<file path="config.mk">
export PLATFORM = sky130hd
export DESIGN_NAME = mem_access_ctrl
export DESIGN_NICKNAME = d
export VERILOG_FILES = /design/src/rtl/mem_ctrl_pkg.sv /design/src/rtl/mem_access_ctrl.sv
export SDC_FILE = /design/constraint.sdc
export NUM_CORES = 1
export LEC_CHECK = 0
export ABC_AREA = 1
export ABC_CLOCK_PERIOD_IN_PS = 3000
export CAP_MARGIN = 10
export CORE_MARGIN = 4
export CORE_UTILIZATION = 44
export CTS_CLUSTER_DIAMETER = 120
export DETAILED_ROUTE_END_ITERATION = 6
export GPL_ROUTABILITY_DRIVEN = 0
export PLACE_DENSITY = 0.86
export SLEW_MARGIN = 20
export SYNTH_ARGS = -nofsm -noshare
export SYNTH_HDL_FRONTEND = slang
export SYNTH_SLANG_ARGS = --single-unit
</file>
<file path="constraint.sdc">
create_clock -name clk -period 3 [get_ports clk]
set_clock_uncertainty 0.05 [all_clocks]
set_input_delay 0.6 -clock clk [delete_from_list [all_inputs] [get_ports clk]]
set_output_delay 0.6 -clock clk [all_outputs]
set_load 0.05 [all_outputs]
</file>
<file path="src/rtl/mem_ctrl_pkg.sv">
`default_nettype none
// ============================================================================
//  Module      : mem_ctrl_pkg
//  Description : Shared types, default constants and the byte-address to
//                word-index helper for the MEM-stage access controller.
//  Contents    :
//                mac_state_t  - IDLE / BUSY / DONE controller states
//                mac_idx_t    - word index plus in-range flag
//                word_idx()   - (addr - base) >> 2 with range check
//  Revision    : 1.0 - initial release
// ============================================================================
package mem_ctrl_pkg;

    // Default memory map: word 0 lives at byte address 1024, 64 words deep.
    localparam int unsigned c_BASE_ADDR_DEF = 1024;
    localparam int unsigned c_DEPTH_DEF     = 64;
    localparam int unsigned c_IDX_W_DEF     = 6;
    localparam int unsigned c_TIMEOUT_DEF   = 15;

    typedef enum logic [1:0] {
        IDLE = 2'd0,
        BUSY = 2'd1,
        DONE = 2'd2
    } mac_state_t;

    // Full 30-bit word offset is kept so the caller can truncate to its own
    // index width; in_range already accounts for the upper bits.
    typedef struct packed {
        logic        in_range;
        logic [29:0] idx;
    } mac_idx_t;

    // Unsigned 32-bit subtract; an address below base wraps to a huge offset,
    // but it is rejected explicitly so the wrap never aliases into range.
    function automatic mac_idx_t word_idx(
        input logic [31:0] addr,
        input logic [31:0] base,
        input logic [31:0] depth
    );
        mac_idx_t    res;
        logic [31:0] offs;
        offs         = addr - base;
        res.idx      = offs[31:2];
        res.in_range = (addr >= base) && ((offs >> 2) < depth);
        return res;
    endfunction

endpackage : mem_ctrl_pkg
`default_nettype wire

</file>
<file path="src/rtl/mem_access_ctrl.sv">
`default_nettype none
// ============================================================================
//  Module      : mem_access_ctrl
//  Description : MEM-stage initiator for a word-addressed data memory.
//                Converts the pipeline's load/store request into a req/ack
//                bus transaction, freezes the pipeline (ready=0) until the
//                access completes, and returns load data on data_mem.
//  Ports       :
//    clk, rst              clock / synchronous active-high reset
//    MEM_R_EN, MEM_W_EN    load / store request (held while ready=0)
//    alu_res               byte address
//    rm_val                store data
//    data_mem              registered load result (0 for stores/errors)
//    ready                 1 = pipeline may advance
//    acc_err               sticky out-of-range / timeout flag
//    mem_req, mem_we,
//    mem_addr, mem_wdata   bus request side, stable while mem_req=1
//    mem_ack, mem_rdata    bus completion pulse and read data
//  Revision    : 1.0 - initial release
// ============================================================================
module mem_access_ctrl
    import mem_ctrl_pkg::*;
#(
    parameter int unsigned BASE_ADDR = c_BASE_ADDR_DEF,
    parameter int unsigned DEPTH     = c_DEPTH_DEF,
    parameter int unsigned IDX_W     = c_IDX_W_DEF,
    parameter int unsigned TIMEOUT   = c_TIMEOUT_DEF
) (
    input  logic             clk,
    input  logic             rst,
    input  logic             MEM_R_EN,
    input  logic             MEM_W_EN,
    input  logic [31:0]      alu_res,
    input  logic [31:0]      rm_val,
    output logic [31:0]      data_mem,
    output logic             ready,
    output logic             acc_err,
    output logic             mem_req,
    output logic             mem_we,
    output logic [IDX_W-1:0] mem_addr,
    output logic [31:0]      mem_wdata,
    input  logic             mem_ack,
    input  logic [31:0]      mem_rdata
);

    // Wait counter counts 0..TIMEOUT-1 inside BUSY.
    localparam int unsigned   c_CNT_W    = (TIMEOUT > 1) ? $clog2(TIMEOUT) : 1;
    localparam logic [c_CNT_W-1:0] c_CNT_LAST = c_CNT_W'(TIMEOUT - 1);

    mac_state_t         state_q;
    logic [31:0]        data_mem_q;
    logic               acc_err_q;
    logic               mem_req_q;
    logic               mem_we_q;
    logic [IDX_W-1:0]   mem_addr_q;
    logic [31:0]        mem_wdata_q;
    logic [c_CNT_W-1:0] cnt_q;

    mac_idx_t           w_widx;
    logic               w_access;
    logic [IDX_W-1:0]   w_idx;

    assign w_widx   = word_idx(alu_res, 32'(BASE_ADDR), 32'(DEPTH));
    assign w_idx    = IDX_W'(w_widx.idx);
    assign w_access = MEM_R_EN | MEM_W_EN;

    // ready is combinational so an idle pipeline never loses a cycle; it is
    // only low while a request is pending in IDLE or the bus is busy.
    assign ready = ((state_q == IDLE) && !w_access) || (state_q == DONE);

    always_ff @(posedge clk) begin
        if (rst) begin
            state_q     <= IDLE;
            data_mem_q  <= '0;
            acc_err_q   <= 1'b0;
            mem_req_q   <= 1'b0;
            mem_we_q    <= 1'b0;
            mem_addr_q  <= '0;
            mem_wdata_q <= '0;
            cnt_q       <= '0;
        end else begin
            unique case (state_q)
                IDLE: begin
                    if (w_access) begin
                        if (w_widx.in_range) begin
                            // Write wins when both enables are asserted.
                            mem_req_q   <= 1'b1;
                            mem_we_q    <= MEM_W_EN;
                            mem_addr_q  <= w_idx;
                            mem_wdata_q <= rm_val;
                            cnt_q       <= '0;
                            state_q     <= BUSY;
                        end else begin
                            // Illegal address: flag it and release the
                            // pipeline without touching the bus.
                            acc_err_q  <= 1'b1;
                            data_mem_q <= '0;
                            state_q    <= DONE;
                        end
                    end
                end
                BUSY: begin
                    if (mem_ack) begin
                        mem_req_q  <= 1'b0;
                        data_mem_q <= mem_we_q ? 32'd0 : mem_rdata;
                        state_q    <= DONE;
                    end else if (cnt_q == c_CNT_LAST) begin
                        // Ack never came: abandon the transaction.
                        mem_req_q  <= 1'b0;
                        acc_err_q  <= 1'b1;
                        data_mem_q <= '0;
                        state_q    <= DONE;
                    end else begin
                        cnt_q <= cnt_q + c_CNT_W'(1);
                    end
                end
                DONE: begin
                    // Pipeline advances on this edge; always return through
                    // IDLE so the next request is decoded from fresh inputs.
                    state_q <= IDLE;
                end
                default: begin
                    state_q <= IDLE;
                end
            endcase
        end
    end

    assign data_mem  = data_mem_q;
    assign acc_err   = acc_err_q;
    assign mem_req   = mem_req_q;
    assign mem_we    = mem_we_q;
    assign mem_addr  = mem_addr_q;
    assign mem_wdata = mem_wdata_q;

endmodule : mem_access_ctrl
`default_nettype wire
</file>
# Word level (Yosys, flattened, before mapping)
# Cells that the tools add are included.
[word_totals] reg_bits=79 input_bits=101 out_inout_bits=74
[classes] n_addsub=2 mux=26 n_eq_ne=10 n_bitwise=1 order_cmp=2 reduce_logical=12
[ops] op="two-way mux 32 bit" count=5
[ops] op="one-hot mux 32 bit (2 select lines)" count=1
[ops] op="greater-or-equal comparator 32 x 11 -> 1 bit, second input constant" count=1
[ops] op="subtractor 32 x 11 -> 32 bit, second input constant" count=1
[ops] op="< comparator 30 x 7 -> 1 bit, second input constant" count=1
[ops] op="two-way mux 4 bit" count=4
[ops] op="!= test 2 bit, second input constant" count=6
[ops] op="AND reduction 5 bit" count=2
[ops] op="two-way mux 1 bit" count=8
[ops] op="two-way mux 2 bit" count=4
[ops] op="one-hot mux 4 bit (2 select lines)" count=1
[ops] op="AND reduction 4 bit" count=2
[ops] op="adder 4 x 1 -> 4 bit, second input constant" count=1
[ops] op="== test 4 bit, second input constant" count=1
[ops] op="one-hot mux 1 bit (2 select lines)" count=2
[ops] op="one-hot mux 2 bit (2 select lines)" count=1
[ops] op="!= test 3 bit, second input constant" count=1
[ops] op="AND reduction 3 bit" count=1
[ops] op="== test 2 x 1 -> 1 bit, second input constant" count=1
[ops] op="== test 2 bit, second input constant" count=1
[ops] op="logical AND 1 bit" count=2
[ops] op="zero test 2 bit" count=1
[ops] op="AND reduction 2 bit" count=1
[ops] op="nonzero test 2 bit" count=1
[ops] op="other kinds (3)" count=3

# Logic depth before layout (Yosys ltp)
# Gate-level depths: netlist of run 1.
[logic_depth] word_depth=6 depth_mapped=14

# Worst setup path after synthesis of run 1
# No wires, ideal clock.
[synth_timing] kind="input to output" start="input MEM_W_EN" end="output ready" path_stages=3 setup_slack_ps=798 arrival_time_ps=1552 n_path_buf=0 path_cell_list="nor2_1 -> inv_1 -> a21oi_1"
[synth_via] elab_chain_len=4
[synth_rtl] item="start: declaration" line_no="mem_access_ctrl.sv:32" text="input logic MEM_W_EN,"
[synth_rtl] item="OR 1 bit" line_no="mem_access_ctrl.sv:65" text="assign w_access = MEM_R_EN | MEM_W_EN;"
[synth_rtl] item="zero test 1 bit" line_no="mem_access_ctrl.sv:69" text="assign ready = ((state_q == IDLE) && !w_access) || (state_q == DONE);"
[synth_rtl] item="logical AND 1 bit" line_no="mem_access_ctrl.sv:69"
[synth_rtl] item="logical OR 1 bit" line_no="mem_access_ctrl.sv:69"
[synth_rtl] item="end: declaration" line_no="mem_access_ctrl.sv:36" text="output logic ready,"
# No other way between the ends.

# Worst setup path in the final report of run 1
[layout_timing] start="input alu_res[11]" end="register data_mem_q[17] (netlist: data_mem[17])"
[layout_via] elab_chain_len=5 elab_cells_between_ends=6 cone_classes="1 x add/sub; 2 x order compare; 1 x eq/ne; 2 x reduce/logical"
[layout_rtl] item="start: declaration" line_no="mem_access_ctrl.sv:33" text="input logic [31:0] alu_res,"
[layout_rtl] item="subtractor 32 x 11 -> 32 bit" line_no="mem_ctrl_pkg.sv:42" text="offs = addr - base;"
[layout_rtl] item="< comparator 30 x 7 -> 1 bit" line_no="mem_ctrl_pkg.sv:44" text="res.in_range = (addr >= base) && ((offs >> 2) < depth);"
[layout_rtl] item="logical AND 1 bit *" line_no="mem_ctrl_pkg.sv:44"
[layout_rtl] item="!= test 2 bit (no line) *"
[layout_rtl] item="AND reduction 4 bit (no line) *"
[layout_rtl] item="end signal: assignment" line_no="mem_access_ctrl.sv:105" text="data_mem_q <= mem_we_q ? 32'd0 : mem_rdata;"
[layout_rtl] item="end: declaration" line_no="mem_access_ctrl.sv:51" text="logic [31:0] data_mem_q;"
# Every way passes the cells marked *; elsewhere a longest branch is shown, timed or not.
# A chain may end at the register's enable or synchronous reset.

==> flow_metrics.tcl, run 1 <==
set metrics [dict create \
    final_cell_mix "171 x clkdlybuf4s50_1, 156 x nand2_1, 113 x nor2_1" \
    yosys.area_share.simple 0.380 \
    syn-cell-area_um2 3600 \
    cts_tree "done" \
    io_buffers 172 \
    cts_setup_buffers 0 \
    rsz0062_at_grt "no" \
    clockBufferDepth 2 \
    cts_resized 0 \
    postSynthAreaPerCell_um2 6.52 \
    layout-drive-gt1-share 0.0445 \
    pwr-share-seq 0.485 \
    grt_util_all_layers 0.204 \
    path_cells "clkdlybuf4s50_1 -> nor2_2 -> nand2_1 -> nor2_2 -> nand2_1 -> o21ai_0 -> nand2_1 -> nor2_2 -> nand3_1 -> nand2_2 -> buf_12 -> nand2_1 -> a21oi_1" \
    met2_usage 0.360 \
    powerDensity_nw_per_um2 393 \
    yosys_most_used_dff "dfxtp_1" \
    synth_seq_cells 79 \
    wire_per_inst_um 12.4 \
    final_nets 817 \
    max_stage_delay_ns 0.44 \
    route.antenna.remaining_nets 0 \
    initial_utilization 0.459 \
    fin_total_pwr_w 0.00220 \
    synth_top_family_by_area "simple AND/OR/NAND/NOR gates" \
    tns_ns 0 \
    nFillCells 630 \
    antenna_found_initial 0 \
    syn_to_final_growth_pct 55.4 \
    htreeDepth 3 \
    pwr-share-clk 0.370 \
    worstSetupEndpointType "flip-flop" \
    critPathBufInv 2 \
    post-dp-hpwl_mm 7.59 \
    routed_via_density 4.77 \
    critical_path.most_common_cell "nand2_1" \
    rows 32 \
    vdd_drop_max_mv 0.356 \
    crit_arrival_ns 2.80 \
    synth-edff-count 0 \
    hp-class "reg -> reg" \
    leakagePower_nw 2.38 \
    p_int_w 0.00166 \
    min_period_over_period 0.866 \
    syn_inst 552 \
    synthAdderAreaFrac 0.00695 \
    synthMuxAreaShare 0 \
    maxCapViolations 0 \
    coreArea_um2 7850 \
    ys_warn_count 0 \
    die-area_um2 9690 \
    finish.instance_area_um2 5600 \
    regArea_um2 1580 \
    multi_input_area_um2 1650 \
    layout_commonest_cell "clkdlybuf4s50_1" \
    cts_buffers 9 \
    drt_iter0_drc 100 \
    grt_util_met3 0.0828 \
    tightest_slew_ns 0.979 \
    crit_family "simple AND/OR/NAND/NOR gates" \
    fin_cells 821 \
    drc 0 \
    ys_seq_area_frac 0.439 \
    cp_max_fo 33 \
    vias 3920 \
    clockRootBuffer "clkbuf_8" \
    grt_max_degree 75 \
    finalHoldViolations 0 \
    drt-pass1-iter-count 4 \
    io_pins 175 \
    finalCriticalPeriod_ns 2.60 \
    grt_first_pass_wirelength_mm 16.5 \
    synth_nets 655 \
    synth-xor-area-share 0.00730 \
    outcome "finished, final reports clean" \
    async_flop_share 0 \
    grtUsageMet1 0.220 \
    ys_types 23 \
    p_comb_frac 0.145 \
    switching_share 0.246 \
    wl_mm 10.2 \
    grt-ovfl-total 0 \
    cts.hold.buffers_added 0 \
    setup_viol 0 \
    n_antenna_cell 0 \
    final_max_slew_viol_count 0 \
    synth_compound_area_frac 0.0622 \
    grt_pass1_vias 3758 \
    netSwitchingPower_w 0.000541 \
    grt_busiest_layer "met2" \
    fmax_ghz 0.385 \
    hold_ws_ns 0.407 \
    clkTransAtPathRegs_ns 0.08 \
    dieHeight_um 98.5 \
    clk_latency_ns 0.33 \
    slew_headroom 0.346 \
    crit_required_ns 3.20 \
    startpoint_type "input port" \
    crit_type "in -> reg" \
    die_w_um 98.5 \
    dpl.cell_count 805 \
    placed_area_um2 5390 \
    cpMaxStageDelayCell "clkdlybuf4s50_1" \
    cts.sinks 79 \
]
## synth_stat cells (3+ instances only)
| cell type | instances | area, µm² |
|---|---|---|
| inv_1 | 65 | 244 |
| nand3_1 | 47 | 235 |
| a21oi_1 | 39 | 195 |
| buf_2 | 4 | 20.0 |
| nor2_2 | 3 | 18.8 |
| dfxtp_1 | 79 | 1580 |
| nor2_1 | 114 | 428 |
| nand3b_1 | 3 | 22.5 |
| clkbuf_1 | 16 | 60.1 |
| o21ai_0 | 4 | 20.0 |
| buf_4 | 4 | 30.0 |
| nand2_1 | 156 | 586 |
## state kept, by name (all words and copies together) (netlist names)
name and cells:
acc_err 1, mem_req 1, data_mem 32, cnt_q 4
mem_wdata 32, mem_we 1, mem_addr 6, state_q 2
## tightest hold or removal path, delay by kind of cell, from the launching register on
family / cells / cell delay, ns
flip-flops: 1 / 0.32
buffers and inverters: 1 / 0.05
AO/OA/AOI/OAI: 1 / 0.05
## power groups by stage
| stage | Combinational, W | Sequential, W | Clock (W) |
|---|---|---|---|
| 2_1_floorplan | 0.000105 | 0.00112 | 0 |
| 3_3_place_gp | 0.000312 | 0.00109 | 0 |
| 3_5_place_dp | 0.000318 | 0.00109 | 0 |
| 4_1_cts | 0.000319 | 0.00106 | 0.000840 |
| 5_1_grt | 0.000343 | 0.00107 | 0.000880 |
| 6_report | 0.000318 | 0.00107 | 0.000814 |
## metal layers
layer	part of all wire	vias to the layer above
met5	0	-
met4	0.020	0
met3	0.098	18
met2	0.49	147
met1	0.39	1750
li1	-	2005
## through the flow
stage	setup WS, ns	utilization
2_1_floorplan	0.798	-
3_3_place_gp	0.210	0.687
3_5_place_dp	0.0716	0.687
4_1_cts	0.430	0.713
5_1_grt	0.236	0.713
6_report	0.401	0.713
## area by class of cell
| type | count | share of cell area |
|---|---|---|
| timing repair buffer | 177 | 0.318 |
| multi-input combinational | 382 | 0.295 |
| sequential | 79 | 0.283 |
| inverter | 65 | 0.0436 |
| clock buffer | 12 | 0.0277 |
| tap | 102 | 0.0228 |
| clock inverter | 4 | 0.00939 |
## final timing paths
path	slack (ns)	end	depth (start not counted)	startpoint
hold reg to reg	0.41	acc_err	2	acc_err
setup reg to reg	1.19	data_mem[17]	9	state_q[0]
setup / recovery	0.40	data_mem[17]	13	alu_res[11]
hold / removal	0.41	acc_err	2	acc_err
## cells by family (layout without fill, tap and decap cells)
| group | Yosys count | after routing |
|---|---|---|
| and+or+nand+nor | 333 | 333 |
| DFF | 79 | 79 |
| AOI/OAI and AO/OA | 44 | 44 |
| buffers and inverters | 91 | 258 |
| adders and majority gates | 2 | 2 |
| xor gates and xnor gates | 3 | 3 |
No activity file was read; power rests on OpenSTA's default activity.
==> inputs of run 2 (changes only) <==
--- a/config.mk
+++ b/config.mk
@@ -8,11 +8,12 @@
 export ABC_AREA = 1
 export ABC_CLOCK_PERIOD_IN_PS = 3000
 export CAP_MARGIN = 10
+export CORE_ASPECT_RATIO = 2
 export CORE_MARGIN = 4
 export CORE_UTILIZATION = 44
 export CTS_CLUSTER_DIAMETER = 120
 export DETAILED_ROUTE_END_ITERATION = 6
-export GPL_ROUTABILITY_DRIVEN = 0
+export GPL_ROUTABILITY_DRIVEN = 1
 export PLACE_DENSITY = 0.86
 export SLEW_MARGIN = 20
 export SYNTH_ARGS = -nofsm -noshare
==> run 2 against run 1 <==
Global-route usage rose by 0.61 points; clock power rose by 19%; highest routed layer unchanged; register-to-register slack barely moved; count of clock-buffer cells in the layout did not move; cell count fell by 0.73%; non-clock buffer count did not move; first-iteration DRC count rose by 110%; worst setup slack improved by 0.088 ns; utilization fell by 0.29 points; wire length rose by 3.0%; critical endpoint is now data_mem[13].
==> flow_metrics.tcl, run 2 (synthesized netlist as in run 1, its figures left out) <==
set metrics [dict create \
    routed_via_density 4.81 \
    rsz0062_at_grt "no" \
    clk_latency_ns 0.32 \
    initial_utilization 0.453 \
    drc 0 \
    switching_share 0.241 \
    hp-class "reg -> reg" \
    cts_resized 0 \
    pwr-share-clk 0.412 \
    reg2regPathDepth 9 \
    pwr-share-seq 0.453 \
    rr_startpoint "cnt_q[0]" \
    leakagePower_nw 2.39 \
    worstHoldPathCells 2 \
    wl_mm 10.5 \
    grt_max_degree 79 \
    clkTransAtPathRegs_ns 0.06 \
    slew_headroom 0.396 \
    outcome "finished, final reports clean" \
    crit_arrival_ns 2.71 \
    syn_to_final_growth_pct 56.7 \
    rows 46 \
    wire_per_inst_um 12.9 \
    tightest_slew_ns 0.904 \
    vdd_drop_max_mv 0.381 \
    htreeDepth 3 \
    cts.sinks 79 \
    grt-ovfl-total 0 \
    worstSetupEndpointType "flip-flop" \
    cts_setup_buffers 0 \
    clockRootBuffer "clkbuf_16" \
    tns_ns 0 \
    cp_max_fo 33 \
    final_nets 817 \
    worstHoldEndpoint "data_mem[5]" \
    p_int_w 0.00179 \
    route.antenna.remaining_nets 0 \
    layout-drive-gt1-share 0.0417 \
    coreArea_um2 7940 \
    clockBufferDepth 2 \
    cts_tree "done" \
    cts_buffers 9 \
    layout_commonest_cell "clkdlybuf4s50_1" \
    hp-start "data_mem[5]" \
    n_antenna_cell 0 \
    p_comb_frac 0.134 \
    die_w_um 72.0 \
    drt_iter0_drc 212 \
    drt-pass1-iter-count 7 \
    finalCriticalPeriod_ns 2.51 \
    final_max_slew_viol_count 0 \
    fmax_ghz 0.398 \
    min_period_over_period 0.837 \
    crit_type "in -> reg" \
    grt_util_all_layers 0.210 \
    netSwitchingPower_w 0.000567 \
    finalHoldViolations 0 \
    antenna_found_initial 0 \
    cts.hold.buffers_added 0 \
    io_buffers 172 \
    crit_required_ns 3.20 \
    grt_first_pass_wirelength_mm 16.4 \
    maxCapViolations 0 \
    io_pins 175 \
    die-area_um2 9780 \
    post-dp-hpwl_mm 8.02 \
    gp_congestion 0.837 \
    vias 3919 \
    powerDensity_nw_per_um2 417 \
    hold_ws_ns 0.411 \
    rrSetupSlack_ns 1.18 \
    dieHeight_um 136 \
    grt_pass1_vias 3814 \
    startpoint_type "input port" \
    setup_viol 0 \
    final_cell_mix "171 x clkdlybuf4s50_1, 156 x nand2_1, 113 x nor2_1" \
    timing.rr.end "data_mem[13]" \
]
[run 2: cell types whose count changed in the layout (fill, tap and decap cells not counted)]
cell	change
clkinv_4	+1
clkbuf_16	+9
clkbuf_1	+2
bufinv_16	-1
inv_6	-1
clkbuf_8	-11
nand4_4	-1
clkinv_2	-1
nand4_2	+1
clkinvlp_4	+2
[run 2: worst max-delay path by stage]
stage                     start            end  slack (ns)  depth (start not counted)
CTS                 alu_res[11]  mem_wdata[29]        0.48                         15
global placement    alu_res[11]   data_mem[28]        0.27                         15
finish              alu_res[11]   data_mem[13]        0.49                         15
global route        alu_res[11]   mem_wdata[7]        0.23                         15
floorplan              MEM_W_EN          ready        0.80                          3
detailed placement  alu_res[11]    data_mem[4]        0.16                         15
[run 2: layer usage]
| layer | global-route usage | share of wire | wire, µm | up-vias |
|---|---|---|---|---|
| li1 | - | - | - | 2004 |
| met1 | 0.204 | 0.35 | 3720 | 1732 |
| met2 | 0.392 | 0.54 | 5640 | 157 |
| met3 | 0.0674 | 0.078 | 821 | 26 |
| met4 | 0.0931 | 0.030 | 316 | 0 |
| met5 | 0 | 0 | 0 | - |
[run 2: area by class of cell]
| cell class | count | area [µm²] |
|---|---|---|
| fill | 649 | 2300 |
| timing repair buffer | 177 | 1780 |
| multi-input combinational | 382 | 1640 |
| sequential | 79 | 1580 |
| inverter | 65 | 244 |
| clock buffer | 12 | 236 |
| tap | 96 | 120 |
| clock inverter | 4 | 32.5 |
[run 2: stage by stage]
step	cell area [µm²]	setup WS, ns	util	total power (W)	cells
after global routing	5640	0.225	0.710	0.00246	815
after global placement	5370	0.265	0.676	0.00140	799
after floorplan	3600	0.798	-	0.00122	552
after detailed placement	5370	0.163	0.676	0.00140	799
after CTS	5640	0.475	0.710	0.00238	815
final	5640	0.489	0.710	0.00235	815
[run 2: critical path, cell delays in order]
cell and delay (ns):
clkdlybuf4s50_1 0.43, nor2_2 0.17, nand2_1 0.10, nor2_2 0.17
nand2_1 0.09, nand2_1 0.07, nand2_1 0.05, nor2_1 0.11
nand2_1 0.10, nor2_4 0.16, nand3_1 0.13, nand2_2 0.10
buf_12 0.18, nand2_1 0.08, a21oi_1 0.14
[run 2: power groups by stage]
stage	registers [W]	clock network, W	logic, W
global placement	0.00109	0	0.000310
detailed placement	0.00109	0	0.000315
global route	0.00107	0.00105	0.000339
floorplan	0.00112	0	0.000105
finish	0.00107	0.000971	0.000316
CTS	0.00107	0.000993	0.000317
